**config.mk**
```make
export PLATFORM = sky130hd
export DESIGN_NAME = mux_scan_nx1
export DESIGN_NICKNAME = d
export VERILOG_FILES = /design/src/rtl/mux_scan_nx1.sv
export SDC_FILE = /design/constraint.sdc
export NUM_CORES = 1
export LEC_CHECK = 0
export ABC_AREA = 1
export CAP_MARGIN = 10
export CORE_MARGIN = 4
export CORE_UTILIZATION = 45
export CTS_BUF_LIST = sky130_fd_sc_hd__clkbuf_16
export DETAILED_ROUTE_END_ITERATION = 10
export GPL_TIMING_DRIVEN = 0
export PLACE_DENSITY = 0.6
export SYNTH_ARGS = -nofsm -noshare
export SYNTH_HDL_FRONTEND = slang
export SYNTH_SLANG_ARGS = --single-unit
```
**constraint.sdc**
```tcl
create_clock -name clk -period 2.1 [get_ports clk]
set_clock_uncertainty 0.15 [all_clocks]
set_input_delay 0.525 -clock clk [delete_from_list [all_inputs] [get_ports clk]]
set_output_delay 0.525 -clock clk [all_outputs]
set_load 0.02 [all_outputs]
```
**src/rtl/mux_scan_nx1.sv**
```systemverilog
// mux_scan_nx1: N-to-1 channel selector; manual select or timed auto-scan rotation.
// Latency: 1 cycle from data_in/sel_in/mode/hold to every output; all outputs registered.
// Backpressure: none; free-running, outputs refresh on every rising clk.
module mux_scan_nx1 #(
    parameter int NUM_CH = 4,
    parameter int DATA_W = 1,
    parameter int DWELL  = 100_000_000,
    localparam int SEL_W = $clog2(NUM_CH)
) (
    input  logic                     clk,
    input  logic                     rst,
    input  logic [NUM_CH*DATA_W-1:0] data_in,
    input  logic [SEL_W-1:0]         sel_in,
    input  logic                     mode,
    input  logic                     hold,
    output logic [DATA_W-1:0]        data_out,
    output logic [SEL_W-1:0]         active_ch,
    output logic                     ch_change,
    output logic                     sel_err
);

    // Dwell counter only has to reach DWELL-1.
    localparam int CNT_W = $clog2(DWELL);

    // Channel count widened by one bit so it is representable even when
    // NUM_CH is an exact power of two.
    localparam logic [SEL_W:0]   NUM_CH_EXT = (SEL_W+1)'(NUM_CH);
    localparam logic [SEL_W-1:0] LAST_CH    = SEL_W'(NUM_CH - 1);
    localparam logic [CNT_W-1:0] CNT_LAST   = CNT_W'(DWELL - 1);

    typedef enum logic {
        MANUAL = 1'b0,
        SCAN   = 1'b1
    } state_t;

    state_t             state;
    logic [CNT_W-1:0]   dwell_cnt;

    logic               sel_valid;
    logic [SEL_W-1:0]   next_ch;
    logic [CNT_W-1:0]   next_cnt;
    logic               next_err;
    logic [DATA_W-1:0]  next_data;

    assign sel_valid = ({1'b0, sel_in} < NUM_CH_EXT);

    // Channel/counter decision for this edge. mode is acted on directly, so a
    // falling mode always wins over a coincident terminal count, and the entry
    // edge into scan just clears the counter and keeps the current channel.
    always_comb begin
        next_ch  = active_ch;
        next_cnt = dwell_cnt;
        next_err = 1'b0;
        if (!mode) begin
            next_cnt = '0;
            if (sel_valid) begin
                next_ch = sel_in;
            end else begin
                next_err = 1'b1;
            end
        end else if (state == MANUAL) begin
            next_cnt = '0;
        end else if (!hold) begin
            if (dwell_cnt == CNT_LAST) begin
                next_cnt = '0;
                next_ch  = (active_ch == LAST_CH) ? '0 : active_ch + 1'b1;
            end else begin
                next_cnt = dwell_cnt + 1'b1;
            end
        end
    end

    // Pick the channel that active_ch is about to take, so data_out and
    // active_ch always describe the same channel.
    always_comb begin
        next_data = '0;
        for (int k = 0; k < NUM_CH; k++) begin
            if (next_ch == SEL_W'(k)) begin
                next_data = data_in[k*DATA_W +: DATA_W];
            end
        end
    end

    // Mode FSM plus every registered output; reset discards any partial dwell.
    always_ff @(posedge clk or posedge rst) begin
        if (rst) begin
            state     <= MANUAL;
            dwell_cnt <= '0;
            active_ch <= '0;
            data_out  <= '0;
            ch_change <= 1'b0;
            sel_err   <= 1'b0;
        end else begin
            state     <= mode ? SCAN : MANUAL;
            dwell_cnt <= next_cnt;
            active_ch <= next_ch;
            data_out  <= next_data;
            ch_change <= (next_ch != active_ch);
            sel_err   <= next_err;
        end
    end

endmodule

```
-- Word level (Yosys, flattened, before mapping)
Index checks and enable logic that the tools add are counted.
- add/subtract/negate cells: 2
- multipliers: 0
- div/mod/pow operators: 0
- $lt $le $gt $ge: 0
- eq/ne operators: 7
- shift-type cells: 0
- mux-type cells: 14
- bitwise operators: 0
- reduce and logical (&&, ||, !) cells: 1
- operators by type and width (kind ; number):
    $mux W27 ; 4
    $add A27 B1 Y27 const B ; 1
    $eq A27 B27 Y1 const B ; 1
    $mux W2 ; 5
    $eq A2 B2 Y1 const B ; 3
    $mux W1 ; 5
    $ne A3 B3 Y1 const B ; 1
    $add A2 B1 Y2 const B ; 1
    $eq A2 B1 Y1 const B ; 1
    $logic_not A2 Y1 ; 1
    $ne A2 B2 Y1 ; 1
- register bits: 32
- latch bits: 0
- bits in writable memories: 0
- bits in read-only memories: 0
- input bits: 10
- output and inout bits: 5
- logic and storage cells: 29
- memories kept: 0

-- Longest topological paths before layout
Gate-level depths: netlist of run 1.
- depth after elaboration: 11
- depth in mapped cells: 13
- gate-level depth less buffers: 13

-- Worst setup path before layout of run 1
No wires, ideal clock.
- kind: register to register
- from: reg dwell_cnt[0]
- to: reg dwell_cnt[2]
- library setup time: 122 ps
- arrival time: 1427 ps
- data required time: 1828 ps
- slack: 401 ps
- stages on the path, launching flop included: 12
- path buffers: 1
- clock period less this slack: 1699 ps
- cells stage by stage: dfrtp_1 > ha_1 > inv_1 > nor2_4 > nand2_4 > clkinv_4 > nand2_4 > o21ai_4 > nand2_2 > inv_2 > buf_4 > nor3b_1
- word-level cells in the longest chain between the ends: 5
- elaborated cells between the ends (all ways): 6
- classes of those cells: 1 x add/sub; 1 x eq/ne; 4 x mux
- ends and longest elaborated chain (what ; line ; text):
    start: declaration ; 37 ; logic [CNT_W-1:0] dwell_cnt;
    start signal: assignment ; 95 ; dwell_cnt <= next_cnt;
    $add A27 B1 Y27 or $eq A27 B27 Y1 (tied branches) ; 68, 64 ;
    $mux W27 (*) ; 64 ; if (dwell_cnt == CNT_LAST) begin
    $mux W27 (*) ; 63 ; end else if (!hold) begin
    $mux W27 (*) ; 61 ; end else if (state == MANUAL) begin
    $mux W27 (*) ; 54 ; if (!mode) begin
Mark *: on every way between the ends. The rest lies on a longest branch, timed or not. The select of a mux whose other input is x is not followed.
A chain may end at the register's enable or synchronous reset.

-- Final worst setup path of run 1
- from: reg active_ch[1]
- to: out active_ch[1]
- RTL lines (what ; line ; text):
    start: declaration ; 17 ; output logic [SEL_W-1:0] active_ch,
    start signal: assignment ; 96 ; active_ch <= next_ch;
No word-level cell between the ends.

==> results.txt, run 1 <==
Status = complete, no violations
Largest net degree at the start of global routing = 21
Via density = 5.04
Routed len/inst = 12.7 µm
Top Ports = 15
Period utilisation layout = 95.1%
Fill cells = 423
Post-synth EDFFs = 0
Die height = 77.0 µm
Flop-to-flop setup slack = 0.18 ns
Global placer's final weighted congestion = 0.850
Setup_tns = 0 ns
Worst setup EP type = primary output
Area grow syn2layout = 18.4%
Crit-path cells = clkdlybuf4s50_1
CP Max Fanout = 5
Reg area = 801 µm²
Core Area = 4470 µm²
Syn nets = 302
CP peak stage delay = 0.63 ns
Gate count after technology mapping = 290
Total Routed Length = 4630 µm
Number of placed instances with taps included = 356
First-pass GRT wire length = 7730 µm
RSZ-0062 raised after global routing = no
Layout cells sized above 1 = 19.2%
DP HPWL = 3470 µm
Worst-skew pair later-pin latency = 0.28 ns
Slew HR = 61.1%
Non-Filler Instances = 364
Antenna-violating nets left = 0
DR pass1 iterations = 4
Die width = 77.0 µm
CTS tree = done
VDD IR-drop max = 0.398 mV
Cell row count = 24
Synth area leaders = dfrtp_1 (37%), nand2_1 (12%), nor2_1 (6.3%)
Bufs and invs on worst path = 1
Final-report hold violation count = 0
Synth area leader = dfrtp_1
PD cells = 630 nW/µm²
Fin nets = 323
Setup Fix Bufs, Post-CTS = 0
Clock root buffer = clkbuf_16
Total CTS buffers = 5
Worst EP required = 1.42 ns
Register bit count reported by yosys = 32
Setup violators final = 0
Post-synth top area share = 37.4%
Sequential area share after synthesis = 37.4%
Initial antenna violation count = 0
Starting density of the core = 47.8%
Clock sink total = 32
Achievable clock frequency = 0.501 GHz
Netlist cell types = 37
DR iter-0 viols = 90
Synth Cell Area = 2140 µm²
IO Port Bufs = 13
Cts hold-fix bufs = 0
Max cap viols = 0
Vias in the first global route = 1660
Area of the multi-input gates = 1150 µm²
Startpoint types = flip-flop
Global route total overflow = 0
CP Class = reg2out
Max Slew Vio Count = 0
Die Footprint = 5930 µm²
Worst hold-check path type = reg2reg
Async set-reset flop share out of synthesis = 100%
ANT cells = 0
Clock slew at reported path FFs = 0.05 ns
Tot Pwr = 0.00160 W
GRT Total Usage = 16.3%
Total number of yosys warnings = 0
# H-tree levels = 2
Final Critical Period = 2.00 ns
P_leak = 1.13 nW
Routed via count = 1834
Top delay family on crit path = buffers and inverters
Residual DRC = 0
Prevailing post-synth register cell = dfrtp_1
CTS Buffer Depth = 2
CP max stage cell = clkdlybuf4s50_1
Avg Cell Area, Syn = 7.38 µm²
Actual slew at the worst max-slew pin = 0.583 ns
Worst path arrival time = 1.32 ns
sequential cells by signal (all words and copies together), names as in the netlist:
signal,cells
dwell_cnt,27
active_ch,2
ch_change,1
data_out,1
state,1
layer usage:
metal  wire, µm  vias to the layer above  global-route usage, %
met5          0                        -                      0
met4         80                        0                   6.05
met3        153                        8                   3.28
met2       2090                       28                   25.8
met1       2310                      835                   22.1
li1           -                      963                      -
cell type report:
cell class	instances	share of cell area, %
Multi-Input combinational cell	210	45.4
Sequential cell	32	31.6
Inverter	45	6.86
Timing Repair Buffer	14	6.27
Clock buffer	5	4.94
Tap cell	52	2.57
Clock inverter	3	1.53
Buffer	3	0.790
cells in the final DEF (no fill, tap or decap), types with 2 or more instances in the layout:
cell	n
nand3_2	3
nand4_1	4
o21ai_0	5
nand2_4	5
nor3_1	3
ha_1	2
dfrtp_1	32
clkdlybuf4s50_1	11
nand2_2	8
buf_4	2
xor2_1	6
nor2_1	34
nand3_1	21
clkbuf_16	5
inv_2	11
nor3b_1	2
nand2_1	67
nand3b_1	2
o21ai_1	6
inv_1	34
a21oi_1	12
nor2_2	12
nor2_4	4
logic make-up (layout without fill, tap and decap cells):
family | after synthesis | after routing | share of synthesized area [%]
buf+inv | 48 | 70 | 9.06
mux | 1 | 1 | 0.468
simple gates | 170 | 170 | 40.7
other cells | 1 | 1 | 0.175
compound gates | 30 | 30 | 8.53
fa+ha+maj | 2 | 2 | 1.17
flops | 32 | 32 | 37.4
xor+xnor | 6 | 6 | 2.45
synthesized netlist by cell type, types with 2 or more instances:
library cell  count
dfrtp_1          32
nor2_1           36
o21ai_1           6
nand3_1          21
nand2_2           8
ha_1              2
o21ai_0           5
nand2_1          67
buf_4             2
xor2_1            6
nor2_2           10
inv_1            33
a21oi_1          12
nor2_4            4
inv_2            11
nand4_1           4
nand2_4           5
nor3b_1           2
nand3_2           3
nand3b_1          2
nor3_1            3
per-stage QoR:
step	worst slack [ns]	hold slack [ns]	cell area, µm²	util [%]
after floorplan	0.401	0.328	2140	-
after global placement	-0.324	0.342	2340	52.2
after detailed placement	-0.377	0.350	2360	52.8
after CTS	0.0355	0.358	2530	56.5
after global routing	0.0150	0.367	2530	56.6
final	0.102	0.351	2530	56.6
power breakdown:
part	internal, W	switching, W
registers	0.000628	0.00000767
logic	0.0000611	0.0000833
clock network	0.000552	0.000263
total	0.00124	0.000354
what timing repair did:
item,CTS,global route
pin swaps,0,1
gates resized for setup,1,3
setup endpoints to repair,1,3
final timing paths:
kind	startpoint	endpoint	cells past startpoint
max reg2reg	dwell_cnt[0]	dwell_cnt[15]	11
max in group asynchronous	rst	dwell_cnt[16]	3
min reg2reg	dwell_cnt[0]	dwell_cnt[0]	1
min	dwell_cnt[0]	dwell_cnt[0]	1
min in group asynchronous	rst	dwell_cnt[1]	2
max	active_ch[1]	active_ch[1]	1
Note: power is estimated with default switching activity, not from simulation.
==> run 2: changes to the inputs <==
--- a/config.mk
+++ b/config.mk
@@ -7,6 +7,7 @@
 export LEC_CHECK = 0
 export ABC_AREA = 1
 export CAP_MARGIN = 10
+export CORE_ASPECT_RATIO = 1.1
 export CORE_MARGIN = 4
 export CORE_UTILIZATION = 45
 export CTS_BUF_LIST = sky130_fd_sc_hd__clkbuf_16
==> run 2 against run 1 <==
- routed wire length down 0.37%
- total power down 8.1%
- combinational power about the same
- maximum frequency down 0.16%
- flip-flop and latch count unchanged
- sequential share of layout area up 0.28 points
- via count down 0.44%
- cell area down 0.89%
- cell count up 1.1%
- largest cell class unchanged
- die area about the same
==> results.txt, run 2 (synthesis gave the netlist of run 1 again) <==
P_leak = 1.12 nW (was 1.13 nW)
# H-tree levels = 2 (unchanged)
Max Slew Vio Count = 0 (unchanged)
GRT Total Usage = 18.0% (was 16.3%)
Routed len/inst = 12.5 µm (was 12.7 µm)
Status = complete, no violations (unchanged)
Area grow syn2layout = 17.3% (was 18.4%)
Largest net degree at the start of global routing = 18 (was 21)
Period utilisation layout = 95.3% (was 95.1%)
Global route hottest layer = met2 (unchanged)
Fin nets = 323 (unchanged)
Total CTS buffers = 5 (unchanged)
CP Max Fanout = 5 (unchanged)
ANT cells = 0 (unchanged)
Clock slew at reported path FFs = 0.05 ns (about the same)
Vias in the first global route = 1795 (was 1660)
Most frequent cells in the layout = nand2_1 (67), nor2_1 (35), inv_1 (33), dfrtp_1 (32), nand3_1 (21) (was nand2_1 (67), inv_1 (34), nor2_1 (34), dfrtp_1 (32), nand3_1 (21))
Core Area = 4620 µm² (was 4470 µm²)
CP Class = reg2out (unchanged)
Startpoint types = flip-flop (unchanged)
Worst setup margin = 0.0990 ns (was 0.102 ns)
Bufs and invs on worst path = 1 (unchanged)
Layout cells sized above 1 = 18.9% (was 19.2%)
VDD IR-drop max = 0.332 mV (was 0.398 mV)
Achievable clock frequency = 0.500 GHz (was 0.501 GHz)
Die height = 80.3 µm (was 77.0 µm)
Top Ports = 15 (unchanged)
CP peak stage delay = 0.63 ns (about the same)
Via density = 4.96 (was 5.04)
Clock sink total = 32 (unchanged)
First-pass GRT wire length = 8140 µm (was 7730 µm)
PD cells = 584 nW/µm² (was 630 nW/µm²)
Met3 usage = 3.50% (was 3.28%)
Total Routed Length = 4620 µm (was 4630 µm)
Cell row count = 26 (was 24)
DR pass1 iterations = 4 (unchanged)
Slew HR = 49.5% (was 61.1%)
Worst setup EP type = primary output (unchanged)
Worst path arrival time = 1.33 ns (was 1.32 ns)
CTS Buffer Depth = 2 (unchanged)
Cts hold-fix bufs = 0 (unchanged)
Die Footprint = 5930 µm² (about the same)
Final Critical Period = 2.00 ns (about the same)
Post-Place Setup Slack = -0.368 ns (was -0.377 ns)
DR iter-0 viols = 64 (was 90)
Crit-path cells = clkdlybuf4s50_1 (unchanged)
Worst-skew pair later-pin latency = 0.28 ns (about the same)
Placed cell area = 2370 µm² (was 2360 µm²)
RSZ-0062 raised after global routing = no (unchanged)
IO Port Bufs = 13 (unchanged)
Starting density of the core = 46.3% (was 47.8%)
Final-report hold violation count = 0 (unchanged)
Setup violators final = 0 (unchanged)
Final instance area = 2510 µm² (was 2530 µm²)
CP max stage cell = clkdlybuf4s50_1 (unchanged)
Most common cell after layout, fill and taps aside = nand2_1 (unchanged)
Routed via count = 1826 (was 1834)
Worst EP required = 1.42 ns (about the same)
Antenna-violating nets left = 0 (unchanged)
Top delay family on crit path = buffers and inverters (unchanged)
Clock root buffer = clkbuf_16 (unchanged)
Die width = 73.8 µm (was 77.0 µm)
Setup Fix Bufs, Post-CTS = 0 (unchanged)
Worst hold-check path type = reg2reg (unchanged)
GR met1 Demand/Resource = 23.7% (was 22.1%)
Global route total overflow = 0 (unchanged)
CTS tree = done (unchanged)
Residual DRC = 0 (unchanged)
Global placer's final weighted congestion = 0.846 (was 0.850)
Initial antenna violation count = 0 (unchanged)
Max FFs per register = 27 (unchanged)
Max cap viols = 0 (unchanged)
Actual slew at the worst max-slew pin = 0.756 ns (was 0.583 ns)
Met2 usage = 28.3% (was 25.8%)
DP HPWL = 3550 µm (was 3470 µm)
Most flops, register = dwell_cnt (unchanged)
Top Registers = dwell_cnt x27, active_ch x2 (unchanged)
## run 2: cell types whose count changed in the layout (fill, tap and decap cells not counted), sizes merged
cell,previous run,this run
clkinv,2,4
inv,45,44
bufinv,1,0
## run 2: path summary, 6_finish.rpt
check | depth (start not counted) | start | end | slack, ns
max in group asynchronous | 3 | rst | active_ch[0] | 0.73
min in group asynchronous | 2 | rst | dwell_cnt[1] | 0.53
worst max register to register | 11 | dwell_cnt[0] | dwell_cnt[2] | 0.17
worst min register to register | 1 | dwell_cnt[0] | dwell_cnt[0] | 0.35
worst min-delay path | 1 | dwell_cnt[0] | dwell_cnt[0] | 0.35
worst max-delay path | 1 | active_ch[1] | active_ch[1] | 0.1
## run 2: metal layers
metal / wire length (µm) / share of wire [%]
met3: 117 / 2.5
met2: 2110 / 46
met1: 2290 / 50
met5: 0 / 0
met4: 90 / 2.0
## run 2: through the flow
step / utilization, % / setup TNS [ns] / hold WS, ns / std cells / power (W)
after CTS: 54.3 / 0 / 0.352 / 368 / 0.00149
after global routing: 54.4 / 0 / 0.363 / 368 / 0.00153
after detailed placement: 51.3 / -3.45 / 0.345 / 360 / 0.000794
after floorplan: - / 0 / 0.328 / 290 / 0.000728
after global placement: 50.7 / -5.86 / 0.338 / 359 / 0.000787
final: 54.4 / 0 / 0.347 / 368 / 0.00147
## run 2: what timing repair did
action | 4_1_cts | 5_1_grt
pin swaps | 0 | 1
resized for setup | 1 | 2
cloned | 0 | 0
endpoints found under the setup margin | 1 | 3
## run 2: final cells by class
cell class              instances  area (µm²)
multi-input cells             210        1150
repair buffers                 14         159
clock inverters                 3        13.8
well taps                      56        70.1
inverters                      45         174
plain buffers                   3        20.0
fillers                       490        2110
flip-flops and latches         32         801
clock buffers                   5         125
## run 2: power by group
group / switching (W) / internal [W]
sequential: 0.00000750 / 0.000629
clock: 0.000256 / 0.000430
combinational: 0.0000834 / 0.0000609
total: 0.000346 / 0.00112
==> run 3: changes to the inputs <==
--- a/config.mk
+++ b/config.mk
@@ -6,6 +6,7 @@
 export NUM_CORES = 1
 export LEC_CHECK = 0
 export ABC_AREA = 1
+export ABC_CLOCK_PERIOD_IN_PS = 2100
 export CAP_MARGIN = 10
 export CORE_ASPECT_RATIO = 1.1
 export CORE_MARGIN = 4
==> results of run 3 <==
Same layout as run 2: the final DEF is identical, and so are final timing and power.
